## config.mk

```make
export PLATFORM = sky130hd
export DESIGN_NAME = dmem_arbiter
export DESIGN_NICKNAME = d
export VERILOG_FILES = /design/src/rtl/dmem_arbiter.sv
export SDC_FILE = /design/constraint.sdc
export NUM_CORES = 1
export LEC_CHECK = 0
export BUFFER_PORTS_ARGS = -buffer_cell sky130_fd_sc_hd__buf_4
export CAP_MARGIN = 20
export CORE_MARGIN = 3
export CORE_UTILIZATION = 23
export CTS_BUF_LIST = sky130_fd_sc_hd__clkbuf_8
export DETAILED_ROUTE_END_ITERATION = 8
export PLACE_DENSITY = 0.5
export SYNTH_ARGS = -nofsm -noshare
export SYNTH_HDL_FRONTEND = slang
export SYNTH_SLANG_ARGS = --single-unit
export TNS_END_PERCENT = 20
```

## constraint.sdc

```tcl
create_clock -name clk -period 3.8 [get_ports clk]
set_input_delay 0.19 -clock clk [delete_from_list [all_inputs] [get_ports clk]]
set_output_delay 0.19 -clock clk [all_outputs]
set_load 0.01 [all_outputs]
```

## src/rtl/dmem_arbiter.sv

```systemverilog
// Two-requester data-memory arbiter with round-robin grant.
// One command in flight: IDLE accepts, ISSUE drives RAM, DONE returns data.
module dmem_arbiter #(
  parameter int DWIDTH     = 16,
  parameter int ADDR_WIDTH = 16
) (
  input  logic                  clk,
  input  logic                  rst_n,
  input  logic                  req0_valid,
  input  logic                  req0_we,
  input  logic [ADDR_WIDTH-1:0] req0_addr,
  input  logic [DWIDTH-1:0]     req0_wdata,
  output logic                  req0_ready,
  output logic                  req0_rvalid,
  output logic [DWIDTH-1:0]     req0_rdata,
  input  logic                  req1_valid,
  input  logic                  req1_we,
  input  logic [ADDR_WIDTH-1:0] req1_addr,
  input  logic [DWIDTH-1:0]     req1_wdata,
  output logic                  req1_ready,
  output logic                  req1_rvalid,
  output logic [DWIDTH-1:0]     req1_rdata,
  output logic [ADDR_WIDTH-1:0] ram_addr,
  output logic [DWIDTH-1:0]     ram_din,
  output logic                  ram_we,
  input  logic [DWIDTH-1:0]     ram_dout,
  output logic                  grant_id
);

  typedef enum logic [1:0] {
    IDLE,
    ISSUE,
    DONE
  } state_t;

  state_t                state_q;
  logic                  last_q;
  logic                  grant_q;
  logic                  we_q;
  logic                  ram_we_q;
  logic [ADDR_WIDTH-1:0] addr_q;
  logic [DWIDTH-1:0]     din_q;
  logic [DWIDTH-1:0]     rdata0_q;
  logic [DWIDTH-1:0]     rdata1_q;
  logic                  rvalid0_q;
  logic                  rvalid1_q;

  logic                  sel;
  logic                  hs;
  logic                  sel_we;
  logic [ADDR_WIDTH-1:0] sel_addr;
  logic [DWIDTH-1:0]     sel_din;

  // Pick the winner; a tie goes to whoever was not granted last.
  always_comb begin
    sel = 1'b0;
    if (req0_valid && req1_valid) begin
      sel = ~last_q;
    end else begin
      sel = req1_valid;
    end
    hs = rst_n && (state_q == IDLE)
      && (req0_valid || req1_valid);
    req0_ready = hs && !sel;
    req1_ready = hs && sel;
    sel_we   = sel ? req1_we    : req0_we;
    sel_addr = sel ? req1_addr  : req0_addr;
    sel_din  = sel ? req1_wdata : req0_wdata;
  end

  // Command FSM with registered RAM and response outputs.
  always_ff @(posedge clk or negedge rst_n) begin
    if (!rst_n) begin
      state_q   <= IDLE;
      last_q    <= 1'b1;
      grant_q   <= 1'b0;
      we_q      <= 1'b0;
      ram_we_q  <= 1'b0;
      addr_q    <= '0;
      din_q     <= '0;
      rdata0_q  <= '0;
      rdata1_q  <= '0;
      rvalid0_q <= 1'b0;
      rvalid1_q <= 1'b0;
    end else begin
      rvalid0_q <= 1'b0;
      rvalid1_q <= 1'b0;
      unique case (state_q)
        IDLE: begin
          if (hs) begin
            state_q  <= ISSUE;
            grant_q  <= sel;
            last_q   <= sel;
            we_q     <= sel_we;
            ram_we_q <= sel_we;
            addr_q   <= sel_addr;
            din_q    <= sel_din;
          end
        end
        ISSUE: begin
          state_q  <= DONE;
          ram_we_q <= 1'b0;
        end
        DONE: begin
          state_q <= IDLE;
          if (!we_q) begin
            if (grant_q) begin
              rdata1_q  <= ram_dout;
              rvalid1_q <= 1'b1;
            end else begin
              rdata0_q  <= ram_dout;
              rvalid0_q <= 1'b1;
            end
          end
        end
        default: state_q <= IDLE;
      endcase
    end
  end

  assign ram_addr    = addr_q;
  assign ram_din     = din_q;
  assign ram_we      = ram_we_q;
  assign grant_id    = grant_q;
  assign req0_rdata  = rdata0_q;
  assign req1_rdata  = rdata1_q;
  assign req0_rvalid = rvalid0_q;
  assign req1_rvalid = rvalid1_q;

endmodule
```

== Word-level counts from Yosys, hierarchy flattened ==
Index checks and enable logic that the tools add are counted.
Cells by class
  muxes and demuxes: 14
  equality and inequality tests: 3
  bitwise gates (word level): 3
  reduce and logical (&&, ||, !) cells: 13
Operator list (count)
  $mux 16: 2
  $mux 1: 9
  $reduce_and 3->1: 2
  $logic_and 1x1->1: 5
  $pmux 2 s2: 1
  $reduce_and 2->1: 2
  $not 1->1: 3
  $eq 2x1->1 const B: 1
  $eq 2x2->1 const B: 1
  $logic_not 2->1: 1
  $mux 2: 1
  $ne 2x2->1 const B: 1
  $pmux 1 s2: 1
  $reduce_bool 2->1: 1
  $logic_not 1->1: 1
  $logic_or 1x1->1: 1
Storage, ports and cells
  bits of input ports: 86
  output and inout bits: 70
  word-level logic and storage cells: 44
  flip-flop bits (word level): 72

== Logic depth before layout (Yosys ltp) ==
  word-level depth: 5
  gate-level depth with buffers: 6
  depth with buffers taken out: 5

== Least setup slack after synthesis ==
OpenSTA, ideal clock, no wires.
  path kind: reg-to-reg
  start: register grant_q, in the netlist grant_id
  end: register rdata1_q[10], in the netlist req1_rdata[10]
  period minus slack after synthesis: 1.631 ns
  data required time: 3.672 ns
  buffers on the path: 1
  arrival time: 1.504 ns
  stages on the path, launching flop included: 5
  setup time: 0.128 ns
  setup slack: 2.169 ns
  cells stage by stage: dfrtp_1 -> inv_1 -> nor4b_4 -> buf_4 -> mux2_1
Between the ends
  word-level cells in the longest chain between the ends: 1
RTL lines
  start, declared: line 38  | logic grant_q;
  start signal, assigned: line 92  | grant_q <= sel;
  $reduce_and 3->1 (no line)
  end signal, assigned: line 108  | rdata1_q <= ram_dout;
  end, declared: line 44  | logic [DWIDTH-1:0] rdata1_q;
No other way between the ends.
A chain may end at the register's enable or synchronous reset.

== Worst setup path after layout ==
  start: register state_q[0]
  end: output port req0_ready
Between the ends
  word-level cells in the longest chain between the ends: 4
RTL lines
  start, declared: line 36  | state_t state_q;
  start signal, assigned: line 74  | state_q <= IDLE;
  start signal, assigned: line 91  | state_q <= ISSUE;
  start signal, assigned: line 101  | state_q <= DONE;
  $logic_not 2->1: line 62  | hs = rst_n && (state_q == IDLE)
  $logic_and 1x1->1: line 62
  $logic_and 1x1->1: line 63  | && (req0_valid || req1_valid);
  $logic_and 1x1->1: line 64  | req0_ready = hs && !sel;
  end, declared: line 13  | output logic req0_ready,
No other way between the ends.

==> results_tabular.tex <==
\begin{tabular}{lr}
\hline
Metric & Value \\
\hline
\multicolumn{2}{l}{\textbf{Status}} \\
Outcome & finished clean \\
\multicolumn{2}{l}{\textbf{Critical path}} \\
Arrival time of data at the critical path endpoint & 2150 ps \\
Worst setup path category & flop to output port \\
R2R setup slack & 1850 ps \\
Nature of the critical path endpoint & output port \\
Startpoint type of the worst setup path & flop \\
Data required time of the critical path & 3610 ps \\
Maximum net fanout on the critical path & 23 \\
Cell count of the worst reg-to-reg path & 5 \\
Source of the critical timing path & state\_q[0]\$\_DFFE\_PN0P\_ \\
Worst reg2reg path endpoint & ram\_addr[11]\$\_DFFE\_PN0P\_ \\
Start of the worst register-to-register path & state\_q[0]\$\_DFFE\_PN0P\_ \\
\multicolumn{2}{l}{\textbf{Synthesis}} \\
Warnings from Yosys & 0 \\
Part of the Yosys area used for sequential elements & 63.0\% \\
Area leader, netlist & dfrtp\_1 \\
Unique cell type count in the Yosys netlist & 21 \\
Post-synthesis instance area & 0.00286 mm\^{}2 \\
Synth Flop Type & dfrtp\_1 \\
Share of synthesized registers carrying an async set or reset & 100\% \\
Top cells by area in the synthesized netlist & dfrtp\_1 (62\%), a222oi\_1 (11\%), mux2\_1 (7.1\%) \\
Post-synth net total & 290 \\
Synthesized flop and latch total & 72 \\
Number of instances in the synthesized netlist & 204 \\
Number of enable-type register cells in the synthesized netlist & 0 \\
Leading cell type by number of instances after synthesis & dfrtp\_1 \\
Proportion of netlist area held by the largest area contributor & 62.0\% \\
Post-Synthesis Mean Instance Area & 14.0 um\^{}2 \\
Post-synth top cells & dfrtp\_1 (71), inv\_1 (35), a222oi\_1 (32) \\
\multicolumn{2}{l}{\textbf{Timing}} \\
Setup repair after global routing missed its margin & false \\
Worst Hold Margin & 59.9 ps \\
Slew Limit Fails & 0 \\
Count of final setup violators & 0 \\
Highest Clock Rate & 428 MHz \\
Hold Fails Final Rpt & 0 \\
Part of the cycle the worst path needs & 61.5\% \\
Worst setup slack after layout & 1460 ps \\
Slew @ Worst Pin & 925 ps \\
Slew HR & 38.4\% \\
Final critical path time including I/O delays and setup & 2340 ps \\
TNS Setup & 0 ps \\
Final Skew & 11.2 ps \\
\multicolumn{2}{l}{\textbf{Global route}} \\
Wire length of the first global-routing pass & 12900 um \\
Largest net degree at the start of global routing & 74 \\
GR Overflow Total & 0 \\
Initial antenna violation count & 0 \\
GR Util All Layers & 11.5\% \\
Vias in the first global route & 2453 \\
\multicolumn{2}{l}{\textbf{Clock tree}} \\
Hold buffer count at cts & 0 \\
Clock input transition at the sequential cells of the worst setup and hold paths & 80 ps \\
Post-CTS resize count & 0 \\
CTS H-tree lvls & 3 \\
Clock tree from TritonCTS & built \\
Number of buffers created by CTS & 9 \\
Number of buffers inserted by post-CTS setup repair & 0 \\
CTS Root Buffer Type & clkbuf\_8 \\
Max clock buf depth & 2 \\
Sink Count & 72 \\
Clock latency reported for the late side of the worst-skew pair & 340 ps \\
\multicolumn{2}{l}{\textbf{Flow run}} \\
\# Max-Cap Violations & 0 \\
\multicolumn{2}{l}{\textbf{Floorplanning}} \\
Placeable core region & 0.0121 mm\^{}2 \\
Total Die Area & 0.0138 mm\^{}2 \\
Effective utilization at floorplan & 23.6\% \\
Die X-Extent & 118 um \\
\# rows & 40 \\
Io pins & 156 \\
Vertical die dimension & 118 um \\
\multicolumn{2}{l}{\textbf{Drt}} \\
Number of design rule violations left after detail routing & 0 \\
First-pass iteration count of the detailed router & 7 \\
Number of violations reported at the end of detailed-routing iteration 0 & 214 \\
Routed vias & 2271 \\
Mean routed wirelength per cell & 15.0 um \\
Total wire length after detailed routing & 8060 um \\
Ratio of routed vias to standard cells & 4.24 \\
Count of antenna-violating nets left after detailed routing & 0 \\
\multicolumn{2}{l}{\textbf{Min path}} \\
Launch point of the worst hold path & req1\_addr[12] \\
Path category of the worst min-delay check & input pin to flop \\
Number of cells traversed by the worst hold path & 3 \\
Worst hold path endpoint & ram\_addr[12]\$\_DFFE\_PN0P\_ \\
\multicolumn{2}{l}{\textbf{Place}} \\
Pre-CTS WS & 1800 ps \\
Port bufs & 155 \\
GPL Wtd Cong & 0.737 \\
Detailed placer's ending HPWL & 5860 um \\
\multicolumn{2}{l}{\textbf{Cells and area}} \\
Combined flip-flop and latch cell area & 0.00180 mm\^{}2 \\
Area Growth Syn to Fin & 54.4\% \\
Area of combinational cells with multiple inputs & 840 um\^{}2 \\
Nets@finish & 449 \\
Fraction of layout instances using a drive strength above 1 & 53.0\% \\
Antenna fix cells & 0 \\
Count of fill cells added during filler insertion & 1239 \\
\multicolumn{2}{l}{\textbf{Pwr}} \\
Pleak & 2.29 nW \\
Worst IR Drop VDD & 0.000191 V \\
Power per standard cell area & 641 mW/mm\^{}2 \\
\hline
\end{tabular}
## how the worst max path moves through the flow
stage	end	slack, ps	cells past startpoint
after floorplan	req1_rdata[10]$_DFFE_PN0P_	2170	4
after global placement	req1_ready	1570	3
after detailed placement	req0_ready	1800	4
after CTS	req0_ready	1410	4
after global routing	req0_ready	1270	4
final	req0_ready	1460	4
## per-stage QoR
step                instances  power [mW]  area (um^2)  util (%)
floorplan                 204        1.61         2860         -
detailed placement        520        2.20         4200      34.7
CTS                       536        2.89         4420      36.5
finish                    536        2.83         4420      36.5
global route              536        3.03         4420      36.5
global placement          519        2.18         4190      34.6
## registers in the layout, summed over array words and instances (netlist names)
| name | cells |
|---|---|
| req1_rvalid | 1 |
| ram_din | 16 |
| req0_rdata | 16 |
| req0_rvalid | 1 |
| we_q | 1 |
| state_q | 2 |
| last_q | 1 |
| req1_rdata | 16 |
| ram_we | 1 |
| ram_addr | 16 |
| grant_id | 1 |
## per-layer routing
layer,global-route usage [%],vias up,wire [um]
met1,13.1,1109,3150
li1,-,1068,-
met5,0,-,0
met3,3.89,3,601
met2,20.9,91,4270
met4,2.64,0,43
## layout make-up
class	count	share of cell area, %
multi-input combinational	84	19.0
clock buffer	10	3.11
clock inverter	6	1.90
tap	168	4.75
inverter	35	2.97
timing repair buffer	161	27.5
sequential	72	40.8
## cells by family after synthesis
| family | share of synthesized area, % |
|---|---|
| DFF | 63.0 |
| muxes | 12.6 |
| buffers and inverters | 7.86 |
| AOI/OAI and AO/OA | 12.5 |
| and+or+nand+nor | 4.06 |
## critical path, stage by stage (launching register included)
cell	delay, ps
dfrtp_1	470
nor3b_2	320
and3_1	490
buf_4	360
buf_4	180
## layout by cell type, fill, tap and decap left out
| cell type | count |
|---|---|
| dfstp_2 | 1 |
| nand2b_1 | 2 |
| nor2b_1 | 2 |
| a222oi_1 | 32 |
| nor2_1 | 4 |
| clkinv_2 | 1 |
| mux2_1 | 18 |
| buf_8 | 1 |
| mux2_2 | 14 |
| dfrtp_1 | 71 |
| a211o_1 | 1 |
| clkinvlp_4 | 2 |
| a32o_1 | 1 |
| nor3b_2 | 1 |
| o21ai_2 | 1 |
| and3_1 | 2 |
| nor4b_4 | 2 |
| nand2_1 | 1 |
| inv_1 | 36 |
| clkbuf_8 | 10 |
| buf_4 | 160 |
| a21oi_1 | 3 |
| bufinv_16 | 2 |
## power breakdown
group | internal, mW | leakage, nW | switching, mW
combinational | 0.564 | 1.29 | 0.408
clock | 0.384 | 0.110 | 0.283
sequential | 1.04 | 0.892 | 0.154
No activity file was read; power rests on OpenSTA's default activity.
